<file path="src/rtl/mips_multicycle_ctrl_if.sv">
// Control bundle between the multicycle MIPS controller and its datapath.
// master = controller side, slave = datapath side.
interface mips_multicycle_ctrl_if;
    logic [5:0] op;
    logic [5:0] funct;
    logic       zero;
    logic       pcen;
    logic       irwrite;
    logic       memwrite;
    logic       regwrite;
    logic       iord;
    logic       memtoreg;
    logic       regdst;
    logic       alusrca;
    logic [1:0] alusrcb;
    logic [1:0] pcsrc;
    logic [2:0] alucontrol;
    logic [3:0] state;

    modport master (
        input  op, funct, zero,
        output pcen, irwrite, memwrite, regwrite, iord, memtoreg, regdst, alusrca,
        output alusrcb, pcsrc, alucontrol, state
    );

    modport slave (
        output op, funct, zero,
        input  pcen, irwrite, memwrite, regwrite, iord, memtoreg, regdst, alusrca,
        input  alusrcb, pcsrc, alucontrol, state
    );
endinterface

</file>
<file path="src/rtl/mips_multicycle_ctrl.sv">
// Moore FSM sequencing the multicycle MIPS datapath: fetch, decode, execute,
// memory and writeback for lw, sw, R-type, beq, addi and j.
module mips_multicycle_ctrl (
    input  logic                  clk,
    input  logic                  reset,
    mips_multicycle_ctrl_if.master io_bus
);

    localparam logic [3:0] S_FETCH   = 4'd0;
    localparam logic [3:0] S_DECODE  = 4'd1;
    localparam logic [3:0] S_MEMADR  = 4'd2;
    localparam logic [3:0] S_MEMRD   = 4'd3;
    localparam logic [3:0] S_MEMWB   = 4'd4;
    localparam logic [3:0] S_MEMWR   = 4'd5;
    localparam logic [3:0] S_EXECUTE = 4'd6;
    localparam logic [3:0] S_ALUWB   = 4'd7;
    localparam logic [3:0] S_BRANCH  = 4'd8;
    localparam logic [3:0] S_ADDIEX  = 4'd9;
    localparam logic [3:0] S_ADDIWB  = 4'd10;
    localparam logic [3:0] S_JUMP    = 4'd11;

    localparam logic [5:0] OP_RTYPE = 6'b000000;
    localparam logic [5:0] OP_LW    = 6'b100011;
    localparam logic [5:0] OP_SW    = 6'b101011;
    localparam logic [5:0] OP_BEQ   = 6'b000100;
    localparam logic [5:0] OP_ADDI  = 6'b001000;
    localparam logic [5:0] OP_J     = 6'b000010;

    localparam logic [2:0] ALU_AND = 3'b000;
    localparam logic [2:0] ALU_OR  = 3'b001;
    localparam logic [2:0] ALU_ADD = 3'b010;
    localparam logic [2:0] ALU_SUB = 3'b110;
    localparam logic [2:0] ALU_SLT = 3'b111;

    logic [3:0] r_state;
    logic [3:0] w_next;
    logic [2:0] w_funct_alu;

    logic       w_pcwrite;
    logic       w_branch;
    logic       w_irwrite;
    logic       w_memwrite;
    logic       w_regwrite;
    logic       w_iord;
    logic       w_memtoreg;
    logic       w_regdst;
    logic       w_alusrca;
    logic [1:0] w_alusrcb;
    logic [1:0] w_pcsrc;
    logic [2:0] w_alucontrol;

    always_ff @(posedge clk or posedge reset) begin
        if (reset) begin
            r_state <= S_FETCH;
        end else begin
            r_state <= w_next;
        end
    end

    always_comb begin
        w_next = S_FETCH;
        case (r_state)
            S_FETCH:   w_next = S_DECODE;
            S_DECODE: begin
                case (io_bus.op)
                    OP_LW, OP_SW: w_next = S_MEMADR;
                    OP_RTYPE:     w_next = S_EXECUTE;
                    OP_BEQ:       w_next = S_BRANCH;
                    OP_ADDI:      w_next = S_ADDIEX;
                    OP_J:         w_next = S_JUMP;
                    default:      w_next = S_FETCH;
                endcase
            end
            // Only lw/sw reach MEMADR, so anything but sw is a load.
            S_MEMADR:  w_next = (io_bus.op == OP_SW) ? S_MEMWR : S_MEMRD;
            S_MEMRD:   w_next = S_MEMWB;
            S_EXECUTE: w_next = S_ALUWB;
            S_ADDIEX:  w_next = S_ADDIWB;
            default:   w_next = S_FETCH;
        endcase
    end

    always_comb begin
        case (io_bus.funct)
            6'b100000: w_funct_alu = ALU_ADD;
            6'b100010: w_funct_alu = ALU_SUB;
            6'b100100: w_funct_alu = ALU_AND;
            6'b100101: w_funct_alu = ALU_OR;
            6'b101010: w_funct_alu = ALU_SLT;
            default:   w_funct_alu = ALU_ADD;
        endcase
    end

    always_comb begin
        w_pcwrite    = 1'b0;
        w_branch     = 1'b0;
        w_irwrite    = 1'b0;
        w_memwrite   = 1'b0;
        w_regwrite   = 1'b0;
        w_iord       = 1'b0;
        w_memtoreg   = 1'b0;
        w_regdst     = 1'b0;
        w_alusrca    = 1'b0;
        w_alusrcb    = 2'b00;
        w_pcsrc      = 2'b00;
        w_alucontrol = ALU_ADD;
        case (r_state)
            S_FETCH: begin
                w_irwrite = 1'b1;
                w_pcwrite = 1'b1;
                w_alusrcb = 2'b01;
            end
            S_DECODE:  w_alusrcb = 2'b11;
            S_MEMADR: begin
                w_alusrca = 1'b1;
                w_alusrcb = 2'b10;
            end
            S_MEMRD:   w_iord = 1'b1;
            S_MEMWB: begin
                w_memtoreg = 1'b1;
                w_regwrite = 1'b1;
            end
            S_MEMWR: begin
                w_iord     = 1'b1;
                w_memwrite = 1'b1;
            end
            S_EXECUTE: begin
                w_alusrca    = 1'b1;
                w_alucontrol = w_funct_alu;
            end
            S_ALUWB: begin
                w_regdst   = 1'b1;
                w_regwrite = 1'b1;
            end
            S_BRANCH: begin
                w_alusrca    = 1'b1;
                w_alucontrol = ALU_SUB;
                w_pcsrc      = 2'b01;
                w_branch     = 1'b1;
            end
            S_ADDIEX: begin
                w_alusrca = 1'b1;
                w_alusrcb = 2'b10;
            end
            S_ADDIWB:  w_regwrite = 1'b1;
            S_JUMP: begin
                w_pcsrc   = 2'b10;
                w_pcwrite = 1'b1;
            end
            default: ;
        endcase
    end

    // Reset already forces r_state to FETCH; only the write enables need masking.
    assign io_bus.pcen       = ~reset & (w_pcwrite | (w_branch & io_bus.zero));
    assign io_bus.irwrite    = ~reset & w_irwrite;
    assign io_bus.memwrite   = ~reset & w_memwrite;
    assign io_bus.regwrite   = ~reset & w_regwrite;
    assign io_bus.iord       = w_iord;
    assign io_bus.memtoreg   = w_memtoreg;
    assign io_bus.regdst     = w_regdst;
    assign io_bus.alusrca    = w_alusrca;
    assign io_bus.alusrcb    = w_alusrcb;
    assign io_bus.pcsrc      = w_pcsrc;
    assign io_bus.alucontrol = w_alucontrol;
    assign io_bus.state      = r_state;

endmodule

</file>
<file path="src/flat_wrapper.sv">
// flat-port wrapper written by rule: the top's interface ports become plain ports
module mips_multicycle_ctrl_flat 
  (clk, reset, io_bus_op, io_bus_funct, io_bus_zero, io_bus_pcen, io_bus_irwrite, io_bus_memwrite, io_bus_regwrite, io_bus_iord, io_bus_memtoreg, io_bus_regdst, io_bus_alusrca, io_bus_alusrcb, io_bus_pcsrc, io_bus_alucontrol, io_bus_state);
  mips_multicycle_ctrl_if io_bus_i ();
  input  logic clk;
  input  logic reset;
  input wire logic [$bits(io_bus_i.op)-1:0] io_bus_op;
  input wire logic [$bits(io_bus_i.funct)-1:0] io_bus_funct;
  input wire logic [$bits(io_bus_i.zero)-1:0] io_bus_zero;
  output wire logic [$bits(io_bus_i.pcen)-1:0] io_bus_pcen;
  output wire logic [$bits(io_bus_i.irwrite)-1:0] io_bus_irwrite;
  output wire logic [$bits(io_bus_i.memwrite)-1:0] io_bus_memwrite;
  output wire logic [$bits(io_bus_i.regwrite)-1:0] io_bus_regwrite;
  output wire logic [$bits(io_bus_i.iord)-1:0] io_bus_iord;
  output wire logic [$bits(io_bus_i.memtoreg)-1:0] io_bus_memtoreg;
  output wire logic [$bits(io_bus_i.regdst)-1:0] io_bus_regdst;
  output wire logic [$bits(io_bus_i.alusrca)-1:0] io_bus_alusrca;
  output wire logic [$bits(io_bus_i.alusrcb)-1:0] io_bus_alusrcb;
  output wire logic [$bits(io_bus_i.pcsrc)-1:0] io_bus_pcsrc;
  output wire logic [$bits(io_bus_i.alucontrol)-1:0] io_bus_alucontrol;
  output wire logic [$bits(io_bus_i.state)-1:0] io_bus_state;
  assign io_bus_i.op = io_bus_op;
  assign io_bus_i.funct = io_bus_funct;
  assign io_bus_i.zero = io_bus_zero;
  assign io_bus_pcen = io_bus_i.pcen;
  assign io_bus_irwrite = io_bus_i.irwrite;
  assign io_bus_memwrite = io_bus_i.memwrite;
  assign io_bus_regwrite = io_bus_i.regwrite;
  assign io_bus_iord = io_bus_i.iord;
  assign io_bus_memtoreg = io_bus_i.memtoreg;
  assign io_bus_regdst = io_bus_i.regdst;
  assign io_bus_alusrca = io_bus_i.alusrca;
  assign io_bus_alusrcb = io_bus_i.alusrcb;
  assign io_bus_pcsrc = io_bus_i.pcsrc;
  assign io_bus_alucontrol = io_bus_i.alucontrol;
  assign io_bus_state = io_bus_i.state;
  mips_multicycle_ctrl u_core (.clk(clk), .reset(reset), .io_bus(io_bus_i));
endmodule
</file>
<file path="config.mk">
export PLATFORM = sky130hd
export DESIGN_NAME = mips_multicycle_ctrl_flat
export DESIGN_NICKNAME = d
export VERILOG_FILES = /design/src/rtl/mips_multicycle_ctrl_if.sv /design/src/rtl/mips_multicycle_ctrl.sv /design/src/flat_wrapper.sv
export SDC_FILE = /design/constraint.sdc
export NUM_CORES = 1
export LEC_CHECK = 0
export BUFFER_PORTS_ARGS = -buffer_cell sky130_fd_sc_hd__buf_2
export CORE_AREA = 2 2 39 41
export DETAILED_ROUTE_END_ITERATION = 8
export DIE_AREA = 0 0 41 43
export PLACE_DENSITY = 0.75
export SLEW_MARGIN = 0
export SYNTH_ARGS = -nofsm -noshare
export SYNTH_HDL_FRONTEND = slang
export SYNTH_SLANG_ARGS = --single-unit
export TNS_END_PERCENT = 1
</file>
<file path="constraint.sdc">
create_clock -name clk -period 1.5 [get_ports clk]
set_input_delay 0 -clock clk [delete_from_list [all_inputs] [get_ports clk]]
set_output_delay 0 -clock clk [all_outputs]
set_load 0.01 [all_outputs]
</file>
Yosys cells after proc, flatten, opt, wreduce, memory -nomap -nowiden
Index checks and enable logic that the tools add are counted.
{"block": "totals", "ff_bits": 4, "inputBits": 15, "out_inout_bits": 19, "elab_cells": 52}
{"block": "op_classes", "eq_ne": 20, "muxes": 16, "n_bitwise": 7, "n_reduce_logical": 8}
{"op": "6-bit == test (second input constant)", "n": 6}
{"op": "4-bit one-hot mux with 6 select lines", "n": 1}
{"op": "4-bit one-hot mux with 5 select lines", "n": 1}
{"op": "4-bit by 3-bit == test with 1-bit output (second input constant)", "n": 4}
{"op": "4-bit == test (second input constant)", "n": 4}
{"op": "3-bit one-hot mux with 4 select lines", "n": 1}
{"op": "1-bit 2-to-1 mux", "n": 9}
{"op": "4-bit by 2-bit == test with 1-bit output (second input constant)", "n": 2}
{"op": "2-bit OR reduction", "n": 4}
{"op": "6-bit by 2-bit == test with 1-bit output (second input constant)", "n": 1}
{"op": "6-bit by 3-bit == test with 1-bit output (second input constant)", "n": 1}
{"op": "6-bit by 4-bit == test with 1-bit output (second input constant)", "n": 1}
{"op": "6-bit zero test", "n": 1}
{"op": "2-bit one-hot mux with 3 select lines", "n": 1}
{"op": "3-bit one-hot mux with 2 select lines", "n": 1}
{"op": "1-bit bitwise AND", "n": 5}
{"op": "4-bit by 1-bit == test with 1-bit output (second input constant)", "n": 1}
{"op": "4-bit zero test", "n": 1}
{"op": "2-bit one-hot mux with 2 select lines", "n": 1}
{"op": "4-bit OR reduction", "n": 1}
{"op": "3-bit 2-to-1 mux", "n": 1}
{"op": "3-bit OR reduction", "n": 1}
{"op": "1-bit inverter", "n": 1}
{"op": "1-bit OR", "n": 1}

Longest topological paths before layout
Gate-level depths: netlist (run 1).
{"block": "logic_depth", "ltp_word": 5, "depth_mapped": 4, "mapped_depth_nobuf": 3}

Worst setup path before layout (run 1)
No wires, ideal clock.
{"block": "synth_path", "path_type": "flip-flop to output port", "startpoint": "reg u_core.r_state[3], in the netlist u_core.io_bus.state[3]", "endpoint": "out io_bus_alucontrol[2]", "arrival_ns": 1.409, "t_required_ns": 1.500, "path_slack_ns": 0.091, "stages_incl_launch_ff": 5, "path_buffers": 1, "path_cell_list": "dfrtp_1 > buf_6 > nand2b_4 > or4b_4 > o21bai_1"}
{"block": "synth_via", "elab_chain_cells": 2, "word_cells_on_any_way": 3, "cone_classes": "2 x eq/ne; 1 x mux"}
{"element": "start, declared", "line": "mips_multicycle_ctrl.sv:35", "source": "logic [3:0] r_state;"}
{"element": "start signal, assigned", "line": "mips_multicycle_ctrl.sv:56", "source": "r_state <= w_next;"}
{"element": "4-bit == test / 4-bit by 3-bit == test with 1-bit output (equally long branches)", "line": "mips_multicycle_ctrl.sv:107", "source": "case (r_state)"}
{"element": "3-bit one-hot mux with 2 select lines (*)", "line": "mips_multicycle_ctrl.sv:107"}
{"element": "end, declared", "line": "flat_wrapper.sv:20", "source": "output wire logic [$bits(io_bus_i.alucontrol)-1:0] io_bus_alucontrol;"}
Every way passes the cells marked *; elsewhere a longest branch is shown, timed or not.

Worst setup path after layout (run 1)
{"block": "layout_path", "startpoint": "reg u_core.r_state[0], in the netlist u_core.io_bus.state[0]", "endpoint": "out io_bus_alucontrol[1]"}
The elaborated chain is that of the path after synthesis.

==> results.yml, run 1 <==
yosys:
  synth_area_um2: 482
  syn_inst: 64
  muxShareOfSynthArea: 0
  ys_seq_area_frac: 0.208
  synth_edf_count: 0
  synth_fa_ha_area_frac: 0
  yosys_register_bits: 4
  synth_top_family_by_area: "simple AND/OR/NAND/NOR gates"
  synthSimpleGateAreaFrac: 0.486
  synth_compound_area_frac: 0.169
  ys_async_sr_fraction: 1.00
  synth_cell_types: 32
  synth_area_leaders: "dfrtp_1 21%, nand2b_1 6.5%, nor2_1 6.2%"
  synth-xor-area-share: 0.0545
  syn_area_per_cell_um2: 7.53
  synthTopCellsByCount: "8 x nor2_1, 5 x nand2b_1, 5 x nor3_1"
  ys_warn_count: 0
  yosys.area.top_type: "dfrtp_1"
  synthMostInstantiatedCell: "nor2_1"
  syn_nets: 79
  synth_top_area_frac: 0.208
  synth_ff_type: "dfrtp_1"
grt:
  antenna_found_initial: 0
  grtUsageTotal: 0.187
  grt_max_degree: 14
  overflow: 0
  grt_pass1_wl_um: 2350
  grt_pass1_vias: 606
critical_path:
  path_cells: "nand2b_4 -> or4b_4 -> nand2b_4 -> buf_6"
  crit_fanout: 4
  cpPeakStageDelay_ps: 530
  worst-path-buf-inv: 1
  critical_path.most_common_cell: "nand2b_4"
  critical-path-slowest-cell: "or4b_4"
  critPathTopFamily: "simple AND/OR/NAND/NOR gates"
  path_depth: 4
  arrival_ps: 1570
  path_class: "reg -> out"
  worstSetupEndpointType: "output port"
  cp-start-kind: "flip-flop"
  required_ps: 1500
  r2r_cells: 4
timing:
  tightestPinTransition_ps: 496
  period_minus_slack_ps: 1570
  rsz0062_at_grt: "true"
  finalMaxSlewViolations: 0
  fin_tns_setup_ps: -144
  relSlewSlack: 0.668
  fmax_ghz: 0.637
  fin_crit_sh: 1.05
  finalHoldViolCount: 0
  finClkSkew_ps: 2.12
  fin_ws_ps: -70.0
  setup_viol: 3
placed_design:
  dpl_cell_area_um2: 679
  dp_cells: 114
  dpl.hpwl_um: 1140
  gp_congestion: 0.765
  portBuffers: 33
drt:
  vias: 636
  drt-wirelength-per-cell_um: 12.4
  dr.pass1.iters: 4
  drtAntennaViolNets: 0
  viasPerCell: 5.34
  totalWireLength_um: 1480
  drtIter0Drc: 8
  drc: 0
clock_tree:
  cts_buffers: 3
  cts_root_buffer: "clkbuf_4"
  h-tree-depth: 1
  worstSkewPairLatency_ps: 240
  cts_buffer_depth: 2
  path_clk_slew_ps: 40
  tritoncts: "done"
  numClockSinks: 4
power:
  peakVddDrop_v: 0.000559
  clock_power_share: 0.146
  leakage_nw: 0.379
  power_density_nw_per_um2: 1230
  sequentialPowerShare: 0.183
  intPower_mw: 0.512
  total_power_mw: 0.924
  sw_frac_of_total: 0.446
  combinationalPowerShare: 0.670
  p_sw_mw: 0.412
worst_hold_path:
  holdPathStages: 3
  min_path_type: "in -> reg"
layout:
  antenna_cells: 0
  nFillCells: 139
  design_area_um2: 751
  area_delta_synth_final_pct: 55.8
  fin_cells: 119
  largest_reg_flops: 4
  drive_gt1_frac: 0.495
  fin_nets: 120
floorplan:
  die_h_um: 43
  initial_utilization: 0.348
  die_x_um: 41
  core_um2: 1380
  die_area_um2: 1760
  ios: 34
  placementRows: 14
outcome:
  violations: "negative setup slack"
  outcome: "finished, violations left"
job:
  maxCapViolations: 0
-- final timing paths --
path / start / endpoint / slack [ps]
max: u_core.io_bus.state[0] / io_bus_alucontrol[1] / -70
min: io_bus_op[2] / u_core.io_bus.state[3] / 80
max reg2reg: u_core.io_bus.state[2] / u_core.io_bus.state[2] / 230
min reg2reg: u_core.io_bus.state[3] / u_core.io_bus.state[0] / 650
max in group asynchronous: reset / u_core.io_bus.state[2] / 1120
min in group asynchronous: reset / u_core.io_bus.state[1] / 220
-- cells in the final DEF, fill, tap and decap left out, drive strengths merged, types with 3 or more instances in the layout --
master and count:
buf 39, clkbuf 3, dfrtp 4, inv 4, nand2b 6, nand3 3
nand4 4, nor2 8, nor3 5
-- power by group through the flow --
stage	Sequential, mW	Combinational (mW)	Clock (mW)
after global routing	0.174	0.689	0.138
after floorplan	0.184	0.350	0
after CTS	0.169	0.615	0.136
after global placement	0.162	0.586	0
final	0.169	0.619	0.135
after detailed placement	0.164	0.590	0
-- routing by layer --
metal,wire length [µm],vias up,GRT usage
li1,-,317,-
met1,564,288,0.223
met2,779,29,0.331
met3,117,2,0
met4,19,0,0.0733
met5,0,-,0
-- worst min-delay path: stages --
cell and delay [ps]:
buf_2 110, nand3_1 70, a311oi_1 90
-- timing repair --
item / CTS / global route
pin swaps: 0 / 1
hold buffers: 1 / 0
hold endpoints to repair: 4 / 0
gates resized for setup: 4 / 3
setup endpoints to repair: 3 / 7
setup buffers: 1 / 0
-- logic make-up after synthesis --
family / count (synthesis)
AND/OR/NAND/NOR: 38
AO/OA/AOI/OAI: 11
buffers and inverters: 8
flip-flops: 4
XOR/XNOR: 3
-- through the flow --
step           setup WS [ps]   util  hold WS (ps)
6_report               -70.0  0.542          79.1
5_1_grt                 -109  0.542          92.7
4_1_cts                -62.6  0.536          75.1
3_5_place_dp             126  0.491         -74.8
3_3_place_gp             166  0.491         -75.6
2_1_floorplan           90.9      -          -234
-- area by class of cell --
type | instances | area [µm²] | area share
clock buffer | 3 | 22.5 | 0.0300
tap | 16 | 20.0 | 0.0267
inverter | 4 | 15.0 | 0.0200
multi-input combinational | 52 | 365 | 0.487
sequential | 4 | 101 | 0.135
timing repair buffer | 40 | 226 | 0.302
No activity file was read; power rests on OpenSTA's default activity.
==> run 2, diff against run 1 <==
--- a/config.mk
+++ b/config.mk
@@ -10,6 +10,7 @@
 export DETAILED_ROUTE_END_ITERATION = 8
 export DIE_AREA = 0 0 41 43
 export PLACE_DENSITY = 0.75
+export SKIP_CTS_REPAIR_TIMING = 1
 export SLEW_MARGIN = 0
 export SYNTH_ARGS = -nofsm -noshare
 export SYNTH_HDL_FRONTEND = slang
==> run 2 against run 1 <==
Net effect: the run still ends with negative setup slack left; clock power hardly changed; wire length fell by 1.4%; combinational power is essentially flat; non-clock buffer count shrank 1; global-route usage down 1.1 points; core utilization decreased by 0.18 points; cell count shrank 0.84%; critical path type unchanged; critical endpoint unchanged.
==> results.yml, run 2 (synthesized netlist as in run 1, its figures left out) <==
floorplan:
  die_h_um: 43
  die_area_um2: 1760
  initial_utilization: 0.348
  core_um2: 1380
  die_x_um: 41
  ios: 34
  placementRows: 14
timing:
  finalHoldViolCount: 0
  period_minus_slack_ps: 1570
  finalMaxSlewViolations: 0
  finClkSkew_ps: 2.19
  fin_tns_setup_ps: -145
  hold_ws_ps: 78.5
  rsz0062_at_grt: "true"
  fin_crit_sh: 1.05
  fin_ws_ps: -70.8
  fmax_ghz: 0.637
  setup_viol: 3
  relSlewSlack: 0.664
  tightestPinTransition_ps: 503
placed_design:
  dp_slack_ps: 126
  dp_cells: 114
  portBuffers: 33
  gp_congestion: 0.765
  dpl.hpwl_um: 1140
critical_path:
  critical-path-slowest-cell: "or4b_4"
  required_ps: 1500
  worst-path-buf-inv: 1
  critPathTopFamily: "simple AND/OR/NAND/NOR gates"
  cpPeakStageDelay_ps: 530
  path_cells: "nand2b_4 -> or4b_4 -> nand2b_4 -> buf_6"
  cp-start-kind: "flip-flop"
  path_class: "reg -> out"
  arrival_ps: 1570
  critical_path.most_common_cell: "nand2b_4"
  crit_fanout: 4
  worstSetupEndpointType: "output port"
layout:
  antenna_cells: 0
  drive_gt1_frac: 0.500
  layout_commonest_cell: "buf_2"
  largest_reg_flops: 4
  layout_common_cells: "32 x buf_2, 7 x nor2_1, 5 x nor3_1, 5 x buf_4, 4 x nand4_1"
  fin_nets: 119
  fin_cells: 118
  nFillCells: 138
  area_delta_synth_final_pct: 55.3
  postLayoutCoreUtil: 0.541
grt:
  grt_max_degree: 14
  antenna_found_initial: 0
  grt_pass1_wl_um: 2210
  grt_pass1_vias: 567
  overflow: 0
  grtUsageTotal: 0.176
drt:
  drt-wirelength-per-cell_um: 12.4
  drc: 0
  vias: 633
  viasPerCell: 5.36
  drtAntennaViolNets: 0
  totalWireLength_um: 1460
  drtIter0Drc: 11
  dr.pass1.iters: 3
outcome:
  violations: "negative setup slack"
  outcome: "finished, violations left"
clock_tree:
  tritoncts: "done"
  numClockSinks: 4
  cts_buffer_depth: 2
  worstSkewPairLatency_ps: 240
  h-tree-depth: 1
  path_clk_slew_ps: 40
  cts_root_buffer: "clkbuf_4"
  cts_buffers: 3
job:
  maxCapViolations: 0
power:
  peakVddDrop_v: 0.000551
  power_density_nw_per_um2: 1230
  leakage_nw: 0.378
worst_hold_path:
  min_path_type: "in -> reg"
-- run 2: area by class of cell --
| class | instances | area, µm² | share of cell area |
|---|---|---|---|
| repair buffers | 39 | 219 | 0.293 |
| multi-input cells | 52 | 370 | 0.495 |
| inverters | 4 | 15.0 | 0.0201 |
| clock buffers | 3 | 22.5 | 0.0301 |
| flip-flops and latches | 4 | 101 | 0.135 |
| well taps | 16 | 20.0 | 0.0268 |
-- run 2: metrics by stage --
stage	power (mW)	instance area (µm²)
after global routing	0.999	748
after floorplan	0.534	482
after CTS	0.892	702
after global placement	0.748	679
final	0.924	748
after detailed placement	0.754	679
-- run 2: final timing paths --
| path | startpoint | end | slack, ps | cells after the start |
|---|---|---|---|---|
| min | io_bus_op[2] | u_core.io_bus.state[3] | 80 | 3 |
| min in group asynchronous | reset | u_core.io_bus.state[1] | 220 | 3 |
| max in group asynchronous | reset | u_core.io_bus.state[2] | 1120 | 3 |
| max | u_core.io_bus.state[0] | io_bus_alucontrol[1] | -70 | 4 |
| max reg2reg | u_core.io_bus.state[2] | u_core.io_bus.state[1] | 260 | 4 |
| min reg2reg | u_core.io_bus.state[3] | u_core.io_bus.state[0] | 650 | 2 |
-- run 2: power by group --
part	total, mW	switching, mW	internal, mW
sequential	0.169	0.0287	0.141
clock	0.135	0.0457	0.0896
combinational	0.619	0.339	0.281
total	0.924	0.413	0.511
-- run 2: worst min-delay path, cell delays in order --
cell and delay, ps:
buf_2 110, nand3_1 70, a311oi_1 90
-- run 2: layer usage --
metal  up-vias  part of all wire  global-route usage
met5         -                 0                   0
met4         0             0.013              0.0733
met3         2             0.073                   0
met2        26              0.53               0.306
met1       292              0.39               0.213
li1        313                 -                   -
==> run 3, diff against run 2 <==
--- a/config.mk
+++ b/config.mk
@@ -5,11 +5,12 @@
 export SDC_FILE = /design/constraint.sdc
 export NUM_CORES = 1
 export LEC_CHECK = 0
+export ABC_AREA = 1
 export BUFFER_PORTS_ARGS = -buffer_cell sky130_fd_sc_hd__buf_2
 export CORE_AREA = 2 2 39 41
 export DETAILED_ROUTE_END_ITERATION = 8
 export DIE_AREA = 0 0 41 43
-export PLACE_DENSITY = 0.75
+export PLACE_DENSITY = 0.76
 export SKIP_CTS_REPAIR_TIMING = 1
 export SLEW_MARGIN = 0
 export SYNTH_ARGS = -nofsm -noshare
==> constraint.sdc (replaced) <==
create_clock -name clk -period 1.5 [get_ports clk]
set_input_delay 0 -clock clk [delete_from_list [all_inputs] [get_ports clk]]
set_output_delay 0 -clock clk [all_outputs]
set_load 0.02 [all_outputs]
==> run 3 against run 2 <==
Net effect: setup slack improved by 170 ps; design area decreased by 3.5%; maximum frequency increased by 12%; area after synthesis up 1.6%; via count increased by 12%; worst hold slack better by 62 ps; critical path type unchanged; global-route usage fell by 0.93 points; cell count is 26% higher; die area stayed put; the flow now finishes without violations.
==> results.yml, run 3 <==
layout:
  fin_nets: 150
  area_delta_synth_final_pct: 47.6
  drive_gt1_frac: 0.338
  layout_commonest_cell: "buf_2"
  layout_common_cells: "31 x buf_2, 24 x nor2_1, 21 x nand2_1, 15 x inv_1, 12 x nand3_1"
  largest_reg_flops: 4
  design_area_um2: 722
  antenna_cells: 0
critical_path:
  critPathLaunch: "u_core.io_bus.state[1]"
  critical-path-slowest-cell: "dfrtp_2"
  cp-start-kind: "flip-flop"
  path_class: "reg -> out"
  arrival_ps: 1400
  worst-path-buf-inv: 2
  path_cells: "inv_1 -> nand2_1 -> nor2_2 -> nand2_1 -> a21oi_1 -> buf_4"
  cpPeakStageDelay_ps: 440
  crit_fanout: 7
  worstSetupEndpointType: "output port"
  required_ps: 1500
  r2r_start: "u_core.io_bus.state[2]"
  critPathTopFamily: "flip-flops"
  critical_path.most_common_cell: "nand2_1"
worst_hold_path:
  holdCritStartpoint: "io_bus_op[5]"
  min_path_type: "in -> reg"
timing:
  rsz0062_at_grt: "true"
  finalHoldViolCount: 0
  fmax_ghz: 0.716
  period_minus_slack_ps: 1400
  finClkSkew_ps: 0.144
  fin_crit_sh: 0.931
  relSlewSlack: 0.846
  setup_viol: 0
  tightestPinTransition_ps: 229
  finalMaxSlewViolations: 0
clock_tree:
  cts_buffers: 3
  h-tree-depth: 1
  cts_buffer_depth: 2
  worstSkewPairLatency_ps: 230
  path_clk_slew_ps: 40
  numClockSinks: 4
  cts_root_buffer: "clkbuf_4"
  tritoncts: "done"
drt:
  vias: 711
  totalWireLength_um: 1360
  highest_layer: "met3"
  drc: 0
  drt-wirelength-per-cell_um: 9.13
  drtIter0Drc: 19
  drtAntennaViolNets: 0
  wl_met3_um: 93
  dr.pass1.iters: 4
  wl_met2_um: 692
  viasPerCell: 4.77
  wl_met1_um: 575
power:
  sw_frac_of_total: 0.547
  leakage_nw: 0.476
  power_density_nw_per_um2: 1360
  total_power_mw: 0.985
  p_sw_mw: 0.539
  combinationalPowerShare: 0.674
  sequentialPowerShare: 0.197
  clock_power_share: 0.129
  intPower_mw: 0.446
  peakVddDrop_v: 0.000499
yosys:
  synth_area_leaders: "dfrtp_1 20%, nor2_1 20%, nand2_1 17%"
  synth_edf_count: 0
  synth_top_area_frac: 0.205
  syn_inst: 96
  ys_async_sr_fraction: 1.00
  yosys.area.top_type: "dfrtp_1"
  ys_seq_area_frac: 0.205
  ys_warn_count: 0
  synthTopCellsByCount: "26 x nor2_1, 22 x nand2_1, 16 x inv_1"
  yosys_register_bits: 4
  synthMostInstantiatedCell: "nor2_1"
  syn_nets: 111
  synth_cell_types: 13
  synth_ff_type: "dfrtp_1"
  synth_area_um2: 489
  syn_area_per_cell_um2: 5.10
grt:
  grt_pass1_vias: 595
  grt_max_degree: 10
  antenna_found_initial: 0
  overflow: 0
  grt_pass1_wl_um: 2140
  grtUsageTotal: 0.166
placed_design:
  dpl_cell_area_um2: 674
  dpl.hpwl_um: 1130
  gp_congestion: 0.747
  portBuffers: 33
floorplan:
  initial_utilization: 0.354
  die_area_um2: 1760
  core_um2: 1380
  ios: 34
  placementRows: 14
  die_h_um: 43
  die_x_um: 41
outcome:
  outcome: "finished, final reports clean"
job:
  maxCapViolations: 0
==> run 3: metrics by stage <==
step	setup TNS [ps]	hold slack [ps]	utilization	std cells	setup WS, ps
5_1_grt	-36.6	158	0.522	149	-35.0
3_5_place_dp	0	-67.5	0.487	145	284
3_3_place_gp	0	-64.9	0.487	145	366
6_report	0	141	0.522	149	103
4_1_cts	0	-310	0.504	148	39.2
2_1_floorplan	0	-226	-	96	50.4
==> run 3: metal layers <==
| layer | up-vias | GRT usage |
|---|---|---|
| li1 | 377 | - |
| met5 | - | 0 |
| met3 | 0 | 0.0157 |
| met1 | 309 | 0.206 |
| met4 | 0 | 0.0400 |
| met2 | 25 | 0.291 |
==> run 3: logic make-up (layout without fill, tap and decap cells) <==
group / after synthesis / after routing / synth area share
and+or+nand+nor: 69 / 69 / 0.601
buffers and inverters: 17 / 54 / 0.130
AOI/OAI and AO/OA: 6 / 6 / 0.0639
DFF: 4 / 4 / 0.205
==> run 3: worst paths after layout <==
check | endpoint | slack, ps | cells after the start
max | io_bus_pcen | 100 | 6
min | u_core.io_bus.state[2] | 140 | 4
max reg2reg | u_core.io_bus.state[3] | 320 | 5
min reg2reg | u_core.io_bus.state[3] | 660 | 3
max in group asynchronous | u_core.io_bus.state[1] | 1060 | 3
min in group asynchronous | u_core.io_bus.state[2] | 250 | 3
==> run 3: worst reg2reg max path: stages, from the launching register on <==
cell     delay, ps
dfrtp_1        370
inv_1          110
nand2_2        140
nor2_1         230
nand4_1        130
nand3_1        120
==> run 3: final cells by class <==
cell class | count | area [µm²]
fillers | 153 | 662
inverters | 17 | 63.8
multi-input cells | 75 | 333
repair buffers | 34 | 180
well taps | 16 | 20.0
clock buffers | 3 | 22.5
flip-flops and latches | 4 | 103
==> run 3: power by group through the flow <==
stage | registers [mW] | logic, mW | clock network, mW
floorplan | 0.222 | 0.403 | 0
global placement | 0.180 | 0.641 | 0
detailed placement | 0.185 | 0.646 | 0
CTS | 0.184 | 0.647 | 0.133
global route | 0.201 | 0.747 | 0.142
finish | 0.194 | 0.664 | 0.127
